## config.mk

```make
export PLATFORM = sky130hd
export DESIGN_NAME = j_add32_nibser
export DESIGN_NICKNAME = d
export VERILOG_FILES = /design/src/rtl/j_add32_nibser_pkg.sv /design/src/rtl/j_add32_nibser_add4.sv /design/src/rtl/j_add32_nibser.sv
export SDC_FILE = /design/constraint.sdc
export NUM_CORES = 1
export LEC_CHECK = 0
export ABC_AREA = 1
export CORE_AREA = 10 10 123 125
export DETAILED_ROUTE_END_ITERATION = 10
export DIE_AREA = 0 0 133 135
export HOLD_SLACK_MARGIN = 0.12
export PLACE_DENSITY = 0.73
export SKIP_LAST_GASP = 1
export SYNTH_ARGS = -nofsm -noshare
export SYNTH_HDL_FRONTEND = slang
export SYNTH_SLANG_ARGS = --single-unit
export TNS_END_PERCENT = 100
```

## constraint.sdc

```tcl
create_clock -name sys_clk -period 4.6 [get_ports sys_clk]
set_input_delay 1.15 -clock sys_clk [delete_from_list [all_inputs] [get_ports sys_clk]]
set_output_delay 1.15 -clock sys_clk [all_outputs]
set_load 0.03 [all_outputs]
```

## src/rtl/j_add32_nibser_pkg.sv

```systemverilog
// Shared definitions for the nibble-serial adder: FSM state encoding,
// nibble slice width and the derivation of the per-operation cycle count.
package j_add32_nibser_pkg;

  localparam int NIB_W = 4;

  typedef enum logic {
    ST_IDLE = 1'b0,
    ST_RUN  = 1'b1
  } state_t;

  // Number of nibble cycles needed to cover an operand of the given width.
  function automatic int nibsFor(input int width);
    return width / NIB_W;
  endfunction

endpackage

```

## src/rtl/j_add32_nibser_add4.sv

```systemverilog
// Four-bit ripple slice with carry in/out. One instance is reused every
// cycle by the nibble-serial adder.
module j_add4
  import j_add32_nibser_pkg::*;
(
  input  logic [NIB_W-1:0] i_a,
  input  logic [NIB_W-1:0] i_b,
  input  logic             i_ci,
  output logic [NIB_W-1:0] o_s,
  output logic             o_co
);

  logic [NIB_W:0] w_full;

  assign w_full = {1'b0, i_a} + {1'b0, i_b} + {{NIB_W{1'b0}}, i_ci};
  assign o_s    = w_full[NIB_W-1:0];
  assign o_co   = w_full[NIB_W];

endmodule

```

## src/rtl/j_add32_nibser.sv

```systemverilog
// Nibble-serial adder/subtractor. Operands are captured on accept, then one
// 4-bit slice is walked across them LS nibble first with the carry held in
// a flop. The full result and flags are registered only on the last nibble,
// so q/co/ov/z never expose partial sums.
module j_add32_nibser
  import j_add32_nibser_pkg::*;
#(
  parameter int WIDTH = 32
) (
  input  logic             sys_clk,
  input  logic             reset,
  input  logic             start,
  input  logic             sub,
  input  logic             ci_in,
  input  logic [WIDTH-1:0] a,
  input  logic [WIDTH-1:0] b,
  output logic             busy,
  output logic             done,
  output logic [WIDTH-1:0] q,
  output logic             co,
  output logic             ov,
  output logic             z
);

  localparam int NIBS  = nibsFor(WIDTH);
  localparam int CNT_W = (NIBS > 1) ? $clog2(NIBS) : 1;
  localparam logic [CNT_W-1:0] CNT_LAST = CNT_W'(NIBS - 1);

  state_t r_state;
  state_t w_nextState;

  logic [WIDTH-1:0] r_aSh;
  logic [WIDTH-1:0] r_bSh;
  logic [WIDTH-1:0] r_rSh;
  logic [WIDTH-1:0] r_q;
  logic [CNT_W-1:0] r_cnt;
  logic             r_cy;
  logic             r_sub;
  logic             r_done;
  logic             r_co;
  logic             r_ov;
  logic             r_z;

  logic             w_accept;
  logic             w_run;
  logic             w_last;
  logic [NIB_W-1:0] w_sum;
  logic             w_sliceCo;
  logic [WIDTH-1:0] w_result;

  assign w_accept = (r_state == ST_IDLE) && start;
  assign w_run    = (r_state == ST_RUN);
  assign w_last   = w_run && (r_cnt == CNT_LAST);
  assign w_result = {w_sum, r_rSh[WIDTH-1:NIB_W]};

  j_add4 u_slice (
    .i_a  (r_aSh[NIB_W-1:0]),
    .i_b  (r_bSh[NIB_W-1:0]),
    .i_ci (r_cy),
    .o_s  (w_sum),
    .o_co (w_sliceCo)
  );

  // State register; reset aborts any operation in flight.
  always_ff @(posedge sys_clk or posedge reset) begin
    if (reset) begin
      r_state <= ST_IDLE;
    end else begin
      r_state <= w_nextState;
    end
  end

  // Next state: leave IDLE on start, return once the last nibble is summed.
  always_comb begin
    w_nextState = r_state;
    case (r_state)
      ST_IDLE: if (start)  w_nextState = ST_RUN;
      ST_RUN:  if (w_last) w_nextState = ST_IDLE;
      default: w_nextState = ST_IDLE;
    endcase
  end

  // Operand capture, nibble shifting and final result/flag registration.
  // Subtraction is a + ~b + ~borrow, so the carry-out is inverted to report
  // a borrow.
  always_ff @(posedge sys_clk or posedge reset) begin
    if (reset) begin
      r_aSh  <= '0;
      r_bSh  <= '0;
      r_rSh  <= '0;
      r_q    <= '0;
      r_cnt  <= '0;
      r_cy   <= 1'b0;
      r_sub  <= 1'b0;
      r_done <= 1'b0;
      r_co   <= 1'b0;
      r_ov   <= 1'b0;
      r_z    <= 1'b0;
    end else begin
      r_done <= 1'b0;
      if (w_accept) begin
        r_aSh <= a;
        r_bSh <= sub ? ~b : b;
        r_cy  <= sub ? ~ci_in : ci_in;
        r_sub <= sub;
        r_cnt <= '0;
      end else if (w_run) begin
        r_cy  <= w_sliceCo;
        r_aSh <= {{NIB_W{1'b0}}, r_aSh[WIDTH-1:NIB_W]};
        r_bSh <= {{NIB_W{1'b0}}, r_bSh[WIDTH-1:NIB_W]};
        r_rSh <= w_result;
        r_cnt <= r_cnt + 1'b1;
        if (w_last) begin
          r_q    <= w_result;
          r_co   <= r_sub ? ~w_sliceCo : w_sliceCo;
          r_ov   <= (r_aSh[NIB_W-1] & r_bSh[NIB_W-1] & ~w_sum[NIB_W-1]) |
                    (~r_aSh[NIB_W-1] & ~r_bSh[NIB_W-1] & w_sum[NIB_W-1]);
          r_z    <= (w_result == '0);
          r_done <= 1'b1;
        end
      end
    end
  end

  assign busy = w_run;
  assign done = r_done;
  assign q    = r_q;
  assign co   = r_co;
  assign ov   = r_ov;
  assign z    = r_z;

endmodule
```

# ---- After elaboration in Yosys (flattened, before gate mapping)
# Index checks and enable logic that the tools add are counted.
dict set report classes {
  n_reduce_logical 6
  eq_ne 1
  n_bitwise 13
  addsub 3
  muxes 17
}
# cell count
set ops {}
lappend ops {{two-way mux 32 bit} 5}
lappend ops {{zero test 32 bit} 1}
lappend ops {{NOT 32 bit} 1}
lappend ops {{two-way mux 1 bit} 9}
lappend ops {{NOT 1 bit} 7}
lappend ops {{two-way mux 3 bit} 2}
lappend ops {{adder 4 x 4 -> 5 bit} 1}
lappend ops {{adder 5 x 1 -> 5 bit} 1}
lappend ops {{AND 1 bit} 4}
lappend ops {{adder 3 x 1 -> 3 bit, second input constant} 1}
lappend ops {{equality test 3 bit, second input constant} 1}
lappend ops {{AND reduction 3 bit} 1}
lappend ops {{logical AND 1 bit} 2}
lappend ops {{case mux 1 bit (2 select lines)} 1}
lappend ops {{AND reduction 2 bit} 1}
lappend ops {{nonzero test 2 bit} 1}
lappend ops {{OR 1 bit} 1}
dict set report totals {
  elab_cells 52
  reg_bits 138
  inputBits 69
}

# ---- Longest topological paths before layout
dict set report depth {
  word_depth 5
  mapped_depth 9
}

# ---- Cells and area by module
# A second synthesis with hierarchy kept.
dict set report hier_totals {
  hier_cells 630
  area_unflattened_um2 5841.9
}
# module instances area_each_um2 cells_per_inst
set modules_own_cells {}
lappend modules_own_cells {j_add32_nibser 1 5676.7 605}
lappend modules_own_cells {j_add4 1 165.2 25}

# ---- Worst setup path after synthesis
# Ideal clock, no wire load.
dict set report synth_timing {
  path_type {input port to flip-flop}
  startpoint {input port sub}
  endpoint {register r_bSh[0]}
  path_slack_ps 2707
  t_required_ps 4462
  path_stages 5
  t_arrival_ps 1755
  path_buffers 2
  path_cell_list {buf_2 > buf_2 > a21oi_1 > o21ai_0 > o221ai_1}
}
dict set report synth_via {
  elab_chain_cells 2
}
# element line
set synth_lines {}
lappend synth_lines {{start: declaration} j_add32_nibser.sv:13} ;# input logic sub,
lappend synth_lines {{two-way mux 32 bit} j_add32_nibser.sv:103} ;# r_bSh <= sub ? ~b : b;
lappend synth_lines {{two-way mux 32 bit} j_add32_nibser.sv:101} ;# if (w_accept) begin
lappend synth_lines {{end signal: assignment} j_add32_nibser.sv:103}
lappend synth_lines {{end signal: assignment} j_add32_nibser.sv:110} ;# r_bSh <= {{NIB_W{1'b0}}, r_bSh[WIDTH-1:NIB_W]};
lappend synth_lines {{end: declaration} j_add32_nibser.sv:33} ;# logic [WIDTH-1:0] r_bSh;
# No other way between the ends.
# A chain may end at the register's enable or synchronous reset.

# ---- Final worst setup path
dict set report layout_timing {
  startpoint {register r_state, in the netlist busy}
  endpoint {output port busy}
}
# element line
set layout_rtl {}
lappend layout_rtl {{start: declaration} j_add32_nibser.sv:29} ;# state_t r_state;
lappend layout_rtl {{start signal: assignment} j_add32_nibser.sv:69} ;# r_state <= w_nextState;
lappend layout_rtl {{end: declaration} j_add32_nibser.sv:17} ;# output logic busy,
# No word-level cell between the ends.

==> run metrics <==
final setup fails=0; Ports=106; layout cells sized above 1=6.28%; worst vdd ir=257 uV; # diodes=0; final non-filler cell total=905; Crit path largest cell delay=0.78 ns; clk sinks=134; H-tree lvl count=4; busiest grt layer=met2; Layout Nets=797; critical path type=flip-flop to primary output; power density cells=673 mW/mm2; delay-heaviest family, CP=buffers and inverters; DR vias/cell=5.13; Clock Tree Root=clkbuf_16; number of flops mapped to enable cells by yosys=0; post-synth top area share=56.4%; CP Data Arrival Time=1.89 ns; startpoint types=flip-flop; crit-path max FO=25; Core Area=0.0126 mm2; fillcell total=1050; CP required=3.45 ns; FFs w/ async S/R, synth=100%; Hold Worst Slack=0.478 ns; Port Buf Inserts=105; Initial Util=47.3%; P&R area growth vs syn=27.0%; pre-CTS setup slack=1.71 ns; routed vias=4644; final worst slack=1.56 ns; sequential area share after synthesis=56.4%; Iter 0 DRT Violations=384; met3 Usage GRT=5.04%; post-synthesis cell type count=33; post-synthesis register bit count=134; Rows=41; post-CTS resize count=0; largest net degree at the start of global routing=70; Worst setup startpoint=busy; RSZ-0062 raised after global routing=no; synthesized area=0.00594 mm2; Final Max Slew Viols=0; worst reg-to-reg setup slack=2.34 ns; vias in the first global route=4690; drt total wl=13400 um; Placer Congestion=0.796; M2 GR Usage=24.2%; top cells by area, synth=dfrtp_1 56%, nand2_1 9.3%, o21ai_0 6.4%; Worst Setup End Kind=primary output; Worst path slowest cell=clkdlybuf4s50_1; crit path to=busy; Post-Synthesis Net Count=710; leak pwr=3.42 nW; WL/cell=14.8 um; Detail Route Antenna Nets=0; M1 GR Usage=19.8%; global-route wire length before repair=22900 um; chip width=133 um; Max Cap Violations=0; postcts setup bufs=0; DRC Markers=0; initial antenna violation count=0; Syn Area/Cell=9.39 um2; Tot GR Track Use=15.3%; post-DP HPWL=9430 um; Worst Skew=0.0119 ns; endpoints failing hold=0; die area=0.0180 mm2; Crit path depth=1; fmax=329 MHz; R2R cell count=6; Power, Total=5.08 mW; Mapped Cells=633; Critical R2R Capture=z; cell accounting for the most synthesized area=dfrtp_1; drt pass-1 iters=5; slew of the pin with the lowest slew margin=0.936 ns; r2r startpoint=busy; placed insts=873; cells along the critical path=clkdlybuf4s50_1; Rel. slew slack=37.6%; Yosys Warn Count=0; fin crit period=3.04 ns; die height=135 um; CTS tree=built; status=completed; clk slew on worst S/H paths=0.06 ns; ys flop type=dfrtp_1; crit path buf inv count=1; cts bufs inserted=17; setup TNS=0 ns; Max clock buf depth=2; Tightest Hold Check Type=flip-flop to flip-flop; fin crit share=66.0%; gr ovfl total=0; clk_lat worst skew=0.41 ns; hold bufs inserted after CTS=0
[metrics by stage]
| stage | utilization, % | cell area, um2 |
|---|---|---|
| global placement | 55.4 | 6970 |
| floorplan | - | 5950 |
| global route | 60.1 | 7550 |
| CTS | 60.1 | 7550 |
| finish | 60.1 | 7550 |
| detailed placement | 55.4 | 6970 |
[layout by cell type (no fill, tap or decap), types with 12 or more instances in the layout]
cell type and instances:
o221ai_1 37, o21ai_1 12, dfrtp_1 133, clkbuf_16 17, clkdlybuf4s50_1 104, o21ai_0 76
a21oi_1 31, inv_1 76, nand3_1 16, nor2_1 18, nand2_1 148
[cells in the mapped netlist, types with 2 or more instances]
master      n
nand2_1   148
dfrtp_1   134
inv_1      77
o21ai_0    76
o221ai_1   37
a21oi_1    31
nor2_1     18
nand3_1    16
buf_2      13
buf_6      13
o21ai_1    12
clkbuf_1   10
a22oi_1     7
ha_1        6
xnor2_1     5
a22o_1      3
buf_4       3
inv_2       3
o22ai_1     3
fa_1        2
nand2_4     2
o211ai_1    2
o211ai_2    2
[routing by layer]
layer / routed length (um) / vias to the layer above
li1: - / 2289
met1: 6270 / 2220
met2: 6280 / 128
met3: 789 / 7
met4: 63 / 0
met5: 0 / -
[logic make-up after synthesis]
| logic type | synth area share [%] |
|---|---|
| AO/OA/AOI/OAI | 18.3 |
| XOR/XNOR | 0.884 |
| adder cells (fa/ha/maj) | 1.94 |
| buffers and inverters | 9.83 |
| flip-flops | 56.4 |
| AND/OR/NAND/NOR | 12.6 |
[state kept, by name, summed over array words and instances (netlist names)]
| register | flops |
|---|---|
| r_cy | 1 |
| z | 1 |
| busy | 1 |
| ov | 1 |
| r_sub | 1 |
| r_bSh | 32 |
| done | 1 |
| r_rSh | 28 |
| co | 1 |
| r_aSh | 32 |
| q | 32 |
| r_cnt | 3 |
[how the worst min path moves through the flow]
stage	from	endpoint	cells after the start
global route	q[19]	q[19]	2
floorplan	r_rSh[14]	r_rSh[10]	2
finish	r_cnt[0]	r_cnt[0]	1
global placement	r_rSh[9]	r_rSh[5]	2
detailed placement	q[24]	q[24]	2
CTS	q[24]	q[24]	2
[where the power goes]
part           total [mW]  internal (mW)  switching (mW)
clock                1.32          0.804           0.516
sequential           1.92           1.65           0.274
combinational        1.84          0.704            1.13
total                5.08           3.16            1.92
[area by class of cell]
class                   instances  area, um2  share of cell area (%)
clock buffers                  19        433                    5.74
multi-input cells             378       2000                    26.6
clock inverters                13        148                    1.96
repair buffers                108       1080                    14.3
inverters                      81        313                    4.14
flip-flops and latches        134       3350                    44.4
well taps                     172        215                    2.85
No activity file was read; power rests on OpenSTA's default activity.
